==> config.mk <==
export PLATFORM = sky130hd
export DESIGN_NAME = i281_program_loader
export DESIGN_NICKNAME = d
export VERILOG_FILES = /design/src/rtl/i281_program_loader.sv
export SDC_FILE = /design/constraint.sdc
export NUM_CORES = 1
export LEC_CHECK = 0
export ABC_AREA = 0
export CAP_MARGIN = 5
export CORE_MARGIN = 2
export CORE_UTILIZATION = 53
export CTS_BUF_LIST = sky130_fd_sc_hd__clkbuf_4
export DETAILED_ROUTE_END_ITERATION = 8
export PLACE_DENSITY = 0.87
export SLEW_MARGIN = 20
export SYNTH_ARGS = -nofsm -noshare
export SYNTH_HDL_FRONTEND = slang
export SYNTH_SLANG_ARGS = --single-unit
==> constraint.sdc <==
create_clock -name clock -period 4.2 [get_ports clock]
set_input_delay 1.05 -clock clock [delete_from_list [all_inputs] [get_ports clock]]
set_output_delay 1.05 -clock clock [all_outputs]
set_load 0.1 [all_outputs]
==> src/rtl/i281_program_loader.sv <==
// Writes switch-entered instruction words into i281 code memory, one per debounced
// button press, while holding the CPU; pulses a PC clear on leaving load mode.
module i281_program_loader #(
    parameter int unsigned DEBOUNCE_CYCLES = 16,
    parameter int unsigned ADDR_W          = 6
) (
    input  logic              clock,
    input  logic              reset,
    input  logic              load_mode,
    input  logic              load_btn,
    input  logic [15:0]       inp,
    output logic [ADDR_W-1:0] cmem_addr,
    output logic [15:0]       cmem_data,
    output logic              cmem_we,
    output logic              cpu_hold,
    output logic              pc_clear,
    output logic [ADDR_W:0]   word_count,
    output logic              full
);

    localparam int unsigned     CNT_W   = (DEBOUNCE_CYCLES > 1) ? $clog2(DEBOUNCE_CYCLES) : 1;
    localparam logic [CNT_W-1:0] CNT_MAX = CNT_W'(DEBOUNCE_CYCLES - 1);
    localparam logic [ADDR_W:0]  DEPTH   = {1'b1, {ADDR_W{1'b0}}};

    typedef enum logic [1:0] {
        IDLE  = 2'd0,
        LOAD  = 2'd1,
        WRITE = 2'd2,
        EXIT  = 2'd3
    } state_t;

    state_t            state_q;
    logic              lm_s1_q, lm_s2_q;
    logic              btn_s1_q, btn_s2_q;
    logic [CNT_W-1:0]  db_cnt_q, db_cnt_d;
    logic              db_lvl_q, db_lvl_d;
    logic              db_lvl_prev_q;
    logic              strobe;
    logic [ADDR_W-1:0] cmem_addr_q;
    logic [15:0]       cmem_data_q;
    logic              cmem_we_q;
    logic              cpu_hold_q;
    logic              pc_clear_q;
    logic [ADDR_W:0]   word_count_q;
    logic [ADDR_W:0]   word_count_inc;
    logic              full_q;

    // Counter restarts on any sample agreeing with the accepted level, so only
    // an uninterrupted run of DEBOUNCE_CYCLES differing samples flips it.
    always_comb begin
        db_cnt_d = '0;
        db_lvl_d = db_lvl_q;
        if (btn_s2_q != db_lvl_q) begin
            if (db_cnt_q == CNT_MAX) begin
                db_lvl_d = btn_s2_q;
            end else begin
                db_cnt_d = db_cnt_q + CNT_W'(1);
            end
        end
    end

    assign strobe         = db_lvl_q & ~db_lvl_prev_q;
    assign word_count_inc = word_count_q + (ADDR_W + 1)'(1);

    always_ff @(posedge clock) begin
        if (reset) begin
            lm_s1_q       <= 1'b0;
            lm_s2_q       <= 1'b0;
            btn_s1_q      <= 1'b0;
            btn_s2_q      <= 1'b0;
            db_cnt_q      <= '0;
            db_lvl_q      <= 1'b0;
            db_lvl_prev_q <= 1'b0;
        end else begin
            lm_s1_q       <= load_mode;
            lm_s2_q       <= lm_s1_q;
            btn_s1_q      <= load_btn;
            btn_s2_q      <= btn_s1_q;
            db_cnt_q      <= db_cnt_d;
            db_lvl_q      <= db_lvl_d;
            db_lvl_prev_q <= db_lvl_q;
        end
    end

    always_ff @(posedge clock) begin
        if (reset) begin
            state_q      <= IDLE;
            cmem_addr_q  <= '0;
            cmem_data_q  <= '0;
            cmem_we_q    <= 1'b0;
            cpu_hold_q   <= 1'b0;
            pc_clear_q   <= 1'b0;
            word_count_q <= '0;
            full_q       <= 1'b0;
        end else begin
            cmem_we_q  <= 1'b0;
            pc_clear_q <= 1'b0;
            case (state_q)
                IDLE: begin
                    cpu_hold_q <= 1'b0;
                    if (lm_s2_q) begin
                        state_q      <= LOAD;
                        cpu_hold_q   <= 1'b1;
                        cmem_addr_q  <= '0;
                        word_count_q <= '0;
                        full_q       <= 1'b0;
                    end
                end
                LOAD: begin
                    // Leaving load mode wins over a coincident press.
                    if (!lm_s2_q) begin
                        state_q    <= EXIT;
                        pc_clear_q <= 1'b1;
                    end else if (strobe && !full_q) begin
                        state_q     <= WRITE;
                        cmem_data_q <= inp;
                        cmem_we_q   <= 1'b1;
                    end
                end
                WRITE: begin
                    state_q      <= LOAD;
                    cmem_addr_q  <= cmem_addr_q + ADDR_W'(1);
                    word_count_q <= word_count_inc;
                    if (word_count_inc == DEPTH) begin
                        full_q <= 1'b1;
                    end
                end
                EXIT: begin
                    state_q    <= IDLE;
                    cpu_hold_q <= 1'b0;
                end
                default: state_q <= IDLE;
            endcase
        end
    end

    assign cmem_addr  = cmem_addr_q;
    assign cmem_data  = cmem_data_q;
    assign cmem_we    = cmem_we_q;
    assign cpu_hold   = cpu_hold_q;
    assign pc_clear   = pc_clear_q;
    assign word_count = word_count_q;
    assign full       = full_q;

endmodule

======== Word-level counts from Yosys, hierarchy flattened ========
Index checks and enable logic that the tools add are counted.
word-level totals
  input port bits ......................... 20
  output and inout bits ................... 33
  flip-flop bits (word level) ............. 45
  logic and storage cells ................. 60
cells by class
  muxes and demuxes ....................... 15
  reduce and logical (&&, ||, !) cells .... 13
  bitwise logic cells ..................... 5
  eq/ne operators ......................... 9
  add/sub/neg operators ................... 3
operators with widths
  operator               count
  $pmux W7 S2            1
  $pmux W6 S2            1
  $pmux W2 S4            1
  $add A7 B1 Y7 const B  1
  $eq A7 B7 Y1 const B   1
  $mux W7                1
  $add A6 B1 Y6 const B  1
  $mux W2                3
  $mux W6                1
  $reduce_and A2 Y1      3
  $reduce_and A3 Y1      2
  $reduce_or A3 Y1       2
  $mux W1                5
  $add A4 B1 Y4 const B  1
  $eq A2 B2 Y1 const B   2
  $eq A4 B4 Y1 const B   1
  $ne A2 B2 Y1 const B   2
  $not A1 Y1             4
  $pmux W1 S2            2
  $reduce_bool A2 Y1     2
  $ne A3 B3 Y1 const B   1
  $eq A2 B1 Y1 const B   1
  $logic_not A2 Y1       1
  $reduce_or A2 Y1       1
  4 further kinds        4

======== Logic depth before layout (Yosys ltp) ========
  depth after elaboration ................. 6
  depth in mapped cells ................... 8
  depth with buffers taken out ............ 6

======== Worst setup path after synthesis ========
OpenSTA, ideal clock, no wires.
  path type ............................... reg2reg
  start ................................... register word_count_q[0], in the netlist word_count[0]
  end ..................................... register word_count_q[6], in the netlist word_count[6]
  stages on the path, launching flop included .. 6
  period minus slack after synthesis ...... 2.209 ns
  path buffers ............................ 0
  slack ................................... 1.991 ns
  setup time .............................. 0.071 ns
  data required time ...................... 4.129 ns
  arrival ................................. 2.138 ns
  cells stage by stage .................... dfxtp_1 > ha_1 > and3_1 > nand3_1 > mux2_2 > a21oi_1
on the way
  cells in the longest elaborated chain, start to end .. 2
RTL lines
  item                      RTL line  source
  start: declaration        44        logic [ADDR_W:0] word_count_q;
  start signal: assignment  123       word_count_q <= word_count_inc;
  $add A7 B1 Y7             63        assign word_count_inc = word_count_q + (ADDR_W + 1)'(1);
  $pmux W7 S2               98        case (state_q)
Every way passes these cells.
A chain may end at the register's enable or synchronous reset.

======== Final worst setup path ========
  start ................................... register word_count_q[2], in the netlist word_count[2]
  end ..................................... output word_count[2]
RTL lines
  item              RTL line  source
  end: declaration  17        output logic [ADDR_W:0] word_count,
No word-level cell between the ends.

==> flow_summary.html <==
<table>
<tr><th>Metric</th><th>Value</th></tr>
<tr><th colspan="2">Worst setup path</th></tr>
<tr><td>Largest incremental delay on the critical path</td><td>1.19 ns</td></tr>
<tr><td>Minimum setup slack among reg-to-reg paths</td><td>2.10 ns</td></tr>
<tr><td>Top fanout value on the critical path</td><td>9</td></tr>
<tr><td>Buf+Inv Stages, Crit Path</td><td>1</td></tr>
<tr><td>Cell type of the slowest stage on the worst timing path</td><td>sky130_fd_sc_hd__clkdlybuf4s50_1</td></tr>
<tr><td>Category of the worst setup path capture point</td><td>output port</td></tr>
<tr><td>Critical R2R Launch</td><td>state_q[0]$_SDFFE_PP0P_</td></tr>
<tr><td>Family with the most delay on the worst path</td><td>buffers and inverters</td></tr>
<tr><td>Critical Path Start Type</td><td>flip-flop</td></tr>
<tr><td>Critical Path, Cell by Cell</td><td>clkdlybuf4s50_1</td></tr>
<tr><td>Arrival time of the worst setup path</td><td>2.03 ns</td></tr>
<tr><td>Required time of the worst setup path</td><td>3.15 ns</td></tr>
<tr><td>Kind of critical path</td><td>reg -&gt; out</td></tr>
<tr><td>Worst Reg2Reg Path Length in Cells</td><td>6</td></tr>
<tr><td>End of the worst register-to-register path</td><td>cmem_addr[5]$_SDFFE_PP0P_</td></tr>
<tr><th colspan="2">Clock network</th></tr>
<tr><td>Clock tree from TritonCTS</td><td>done</td></tr>
<tr><td>Post-CTS Hold Fix Bufs</td><td>0</td></tr>
<tr><td>Clk Latency, worst-skew pair</td><td>0.36 ns</td></tr>
<tr><td>Number of gates resized after CTS</td><td>0</td></tr>
<tr><td>Number of CTS-inserted buffers</td><td>5</td></tr>
<tr><td>Maximum buffer depth of the clock tree</td><td>2</td></tr>
<tr><td>Total setup buffers inserted after CTS</td><td>0</td></tr>
<tr><td>Htree depth</td><td>2</td></tr>
<tr><td>Post-CTS clock slew at the launch and capture registers of the worst setup and hold paths</td><td>0.12 ns</td></tr>
<tr><td>Clock Tree Root</td><td>sky130_fd_sc_hd__clkbuf_4</td></tr>
<tr><td>Sinks on the clock net</td><td>45</td></tr>
<tr><th colspan="2">Timing</th></tr>
<tr><td>Fmax</td><td>325 MHz</td></tr>
<tr><td>Least-Margin Pin Slew</td><td>0.960 ns</td></tr>
<tr><td>Setup tns final</td><td>0 ns</td></tr>
<tr><td>Hold WS</td><td>0.462 ns</td></tr>
<tr><td>Final Hold Violating Endpoints</td><td>0</td></tr>
<tr><td>Setup-violating endpoint count in the final report</td><td>0</td></tr>
<tr><td>Max transition margin</td><td>0.341</td></tr>
<tr><td>Number of max-slew violations in the final report</td><td>0</td></tr>
<tr><td>Unrepaired setup endpoints after global routing</td><td>false</td></tr>
<tr><td>Final clock skew</td><td>0.00983 ns</td></tr>
<tr><td>Period minus WS final</td><td>3.08 ns</td></tr>
<tr><td>Fin crit share</td><td>0.732</td></tr>
<tr><th colspan="2">Final layout</th></tr>
<tr><td>Final layout net count</td><td>295</td></tr>
<tr><td>Area of the multi-input gates</td><td>921 sq um</td></tr>
<tr><td>Area overhead of the layout relative to synthesis</td><td>31.6%</td></tr>
<tr><td>Area used by sequential logic in the layout</td><td>901 sq um</td></tr>
<tr><td>Count of inserted antenna diode cells</td><td>0</td></tr>
<tr><td>Fraction of final layout cells sized beyond drive strength 1</td><td>0.0597</td></tr>
<tr><td>Layout fillers</td><td>263</td></tr>
<tr><th colspan="2">Die</th></tr>
<tr><td># IOs</td><td>53</td></tr>
<tr><td>Die extent in x</td><td>64.0 um</td></tr>
<tr><td>Die area</td><td>4090 sq um</td></tr>
<tr><td>CORE AREA</td><td>3390 sq um</td></tr>
<tr><td>Placement Rows</td><td>21</td></tr>
<tr><td>Die H</td><td>64.0 um</td></tr>
<tr><td>Initial standard-cell utilization of the core</td><td>0.563</td></tr>
<tr><th colspan="2">Global routing</th></tr>
<tr><td>Largest net degree at the start of global routing</td><td>24</td></tr>
<tr><td>Initial antenna violation count</td><td>0</td></tr>
<tr><td>Global-route wire length before repair</td><td>6910 um</td></tr>
<tr><td>Vias in the first global route</td><td>1545</td></tr>
<tr><td>Tot GR Track Use</td><td>0.216</td></tr>
<tr><td>Overflow after GRT</td><td>0</td></tr>
<tr><th colspan="2">Synth</th></tr>
<tr><td>Number of library cell types mapped by synthesis</td><td>44</td></tr>
<tr><td>EDFF count, synth</td><td>0</td></tr>
<tr><td>Post-synthesis cell type with the largest combined area</td><td>sky130_fd_sc_hd__dfxtp_1</td></tr>
<tr><td>Post-synth top area share</td><td>0.472</td></tr>
<tr><td>Dominant cells by area after synthesis</td><td>sky130_fd_sc_hd__dfxtp_1 (47%), sky130_fd_sc_hd__nand2_1 (8.7%), sky130_fd_sc_hd__a21oi_1 (6.3%)</td></tr>
<tr><td>Xor/xnor cell area share of the yosys netlist</td><td>0.0413</td></tr>
<tr><td>Commonest cells in the netlist</td><td>sky130_fd_sc_hd__dfxtp_1 (45), sky130_fd_sc_hd__nand2_1 (44), sky130_fd_sc_hd__a21oi_1 (24)</td></tr>
<tr><td>Async set or reset register ratio after synthesis</td><td>0</td></tr>
<tr><td>Post-synth design cell area</td><td>1910 sq um</td></tr>
<tr><td>Net count of the mapped netlist</td><td>246</td></tr>
<tr><td>Area fraction in compound gates after synthesis</td><td>0.106</td></tr>
<tr><td>Gate count of the mapped netlist</td><td>218</td></tr>
<tr><td>Flops &amp; latches, synth</td><td>45</td></tr>
<tr><td>Number of warnings issued by yosys</td><td>0</td></tr>
<tr><td>Combinational family with the most area after synthesis</td><td>simple AND/OR/NAND/NOR gates</td></tr>
<tr><td>Mux share of post-synthesis cell area</td><td>0.0328</td></tr>
<tr><td>Sequential cell area fraction in the yosys report</td><td>0.472</td></tr>
<tr><td>Simple-gate share of the synthesized area</td><td>0.251</td></tr>
<tr><td>Library cell with the highest instance count after synthesis</td><td>sky130_fd_sc_hd__dfxtp_1</td></tr>
<tr><td>Adder and majority gate portion of the synthesized area</td><td>0.0525</td></tr>
<tr><td>Post-synthesis area per instance</td><td>8.75 sq um</td></tr>
<tr><td>Top flip-flop cell by instance count after synthesis</td><td>sky130_fd_sc_hd__dfxtp_1</td></tr>
<tr><th colspan="2">Pwr</th></tr>
<tr><td>Switching share of power</td><td>0.273</td></tr>
<tr><td>Power spent charging and discharging nets</td><td>234 uW</td></tr>
<tr><td>Final total power</td><td>856 uW</td></tr>
<tr><td>Relative contribution of sequential cells to total power</td><td>0.525</td></tr>
<tr><td>Static leakage</td><td>0.000877 uW</td></tr>
<tr><td>Internal</td><td>622 uW</td></tr>
<tr><td>Cell Pwr Density</td><td>341 nW/um^2</td></tr>
<tr><td>Proportion of power drawn by the clock network</td><td>0.314</td></tr>
<tr><td>Worst voltage drop across the vdd grid</td><td>0.305 mV</td></tr>
<tr><td>Comb power frac</td><td>0.161</td></tr>
<tr><th colspan="2">Routing</th></tr>
<tr><td>Count of nets left with antenna violations after detail routing</td><td>0</td></tr>
<tr><td>Detailed Routing Iterations Pass 1</td><td>4</td></tr>
<tr><td>Per-cell routed wire length</td><td>12.7 um</td></tr>
<tr><td>Post-DR vias/cell</td><td>5.19</td></tr>
<tr><td>Total wire length</td><td>4000 um</td></tr>
<tr><td>Vias after detailed routing</td><td>1629</td></tr>
<tr><td>Iteration-0 DRC count of the detailed router</td><td>83</td></tr>
<tr><td># DRC</td><td>0</td></tr>
<tr><th colspan="2">Placement</th></tr>
<tr><td>Port buffer count</td><td>52</td></tr>
<tr><td>Routability Congestion</td><td>0.869</td></tr>
<tr><td>Placed wire-length estimate after detailed placement</td><td>2860 um</td></tr>
<tr><th colspan="2">Worst hold path</th></tr>
<tr><td>Worst min-delay path category</td><td>reg -&gt; reg</td></tr>
<tr><td>Worst hold endpoint</td><td>cmem_data[5]$_SDFFE_PP0P_</td></tr>
<tr><td>Critical hold path startpoint</td><td>cmem_data[5]$_SDFFE_PP0P_</td></tr>
<tr><td>Number of cells on the worst hold path</td><td>2</td></tr>
<tr><th colspan="2">Job</th></tr>
<tr><td>Max-capacitance violation count</td><td>0</td></tr>
<tr><th colspan="2">Status</th></tr>
<tr><td>Outcome</td><td>finished, final reports clean</td></tr>
</table>
==> cell families (layout without fill, tap and decap cells) <==
kind of cell	after synthesis	after routing
compound gates	36	36
xor+xnor	9	9
fa+ha+maj	8	8
buf+inv	16	66
flops	45	45
mux	6	6
simple gates	98	98
==> state kept, by name, summed over array words and instances (netlist names), 2 cells and up <==
register	cells
state_q	2
word_count	7
cmem_addr	6
cmem_data	16
db_cnt_q	4
==> tightest hold or removal path, stage by stage, from the launching register on <==
cell and delay (ns):
sky130_fd_sc_hd__dfxtp_1 0.33, sky130_fd_sc_hd__nand2_1 0.05, sky130_fd_sc_hd__a21oi_1 0.05
==> layout make-up <==
class,instances,share of cell area
Timing Repair Buffer,53,0.210
Tap cell,46,0.0229
Clock inverter,2,0.0155
Multi-Input combinational cell,157,0.367
Clock buffer,6,0.0179
Inverter,5,0.00748
Sequential cell,45,0.359
==> metrics by stage <==
stage                     worst slack, ns  cells  instance area (sq um)   util
after floorplan                      1.99    218                   1910      -
after global placement               1.52    306                   2430  0.716
after detailed placement             1.50    306                   2430  0.716
after CTS                            1.11    314                   2510  0.740
after global routing                 1.03    314                   2510  0.740
final                                1.12    314                   2510  0.740
==> metal layers <==
metal	part of all wire	GRT usage	routed length [um]
met1	0.46	0.259	1830
met2	0.46	0.354	1850
met3	0.053	0.0651	210
met4	0.028	0.0978	113
met5	0	0	0
==> worst max path at each step <==
stage / depth (start not counted) / end / start / slack [ns]
4_1_cts: 1 / word_count[3] / word_count[3]$_SDFFE_PP0P_ / 1.11
6_report: 1 / word_count[2] / word_count[2]$_SDFFE_PP0P_ / 1.12
5_1_grt: 1 / word_count[2] / word_count[2]$_SDFFE_PP0P_ / 1.03
2_1_floorplan: 5 / word_count[6]$_SDFFE_PP0P_ / word_count[0]$_SDFFE_PP0P_ / 1.99
3_3_place_gp: 1 / word_count[3] / word_count[3]$_SDFFE_PP0P_ / 1.52
3_5_place_dp: 1 / word_count[3] / word_count[3]$_SDFFE_PP0P_ / 1.50
==> power by group through the flow <==
stage / clock network, uW / registers [uW] / logic [uW]
floorplan: 0 / 488 / 62.1
global placement: 0 / 457 / 134
detailed placement: 0 / 458 / 136
CTS: 275 / 449 / 137
global route: 297 / 451 / 148
finish: 269 / 449 / 137
==> layout by cell type, fill, tap and decap left out, types with 3 or more instances in the layout <==
cell type,n
sky130_fd_sc_hd__clkbuf_4,6
sky130_fd_sc_hd__o21ai_0,4
sky130_fd_sc_hd__mux2i_1,4
sky130_fd_sc_hd__a21oi_1,24
sky130_fd_sc_hd__nand2_1,44
sky130_fd_sc_hd__xnor2_1,4
sky130_fd_sc_hd__clkdlybuf4s50_1,52
sky130_fd_sc_hd__dfxtp_1,45
sky130_fd_sc_hd__nor2b_1,7
sky130_fd_sc_hd__nor3_1,4
sky130_fd_sc_hd__nor2_1,15
sky130_fd_sc_hd__inv_1,5
sky130_fd_sc_hd__nand3_1,6
sky130_fd_sc_hd__nor3b_1,3
sky130_fd_sc_hd__xor2_1,5
sky130_fd_sc_hd__ha_1,8
Power figures use the tool's default switching activity.
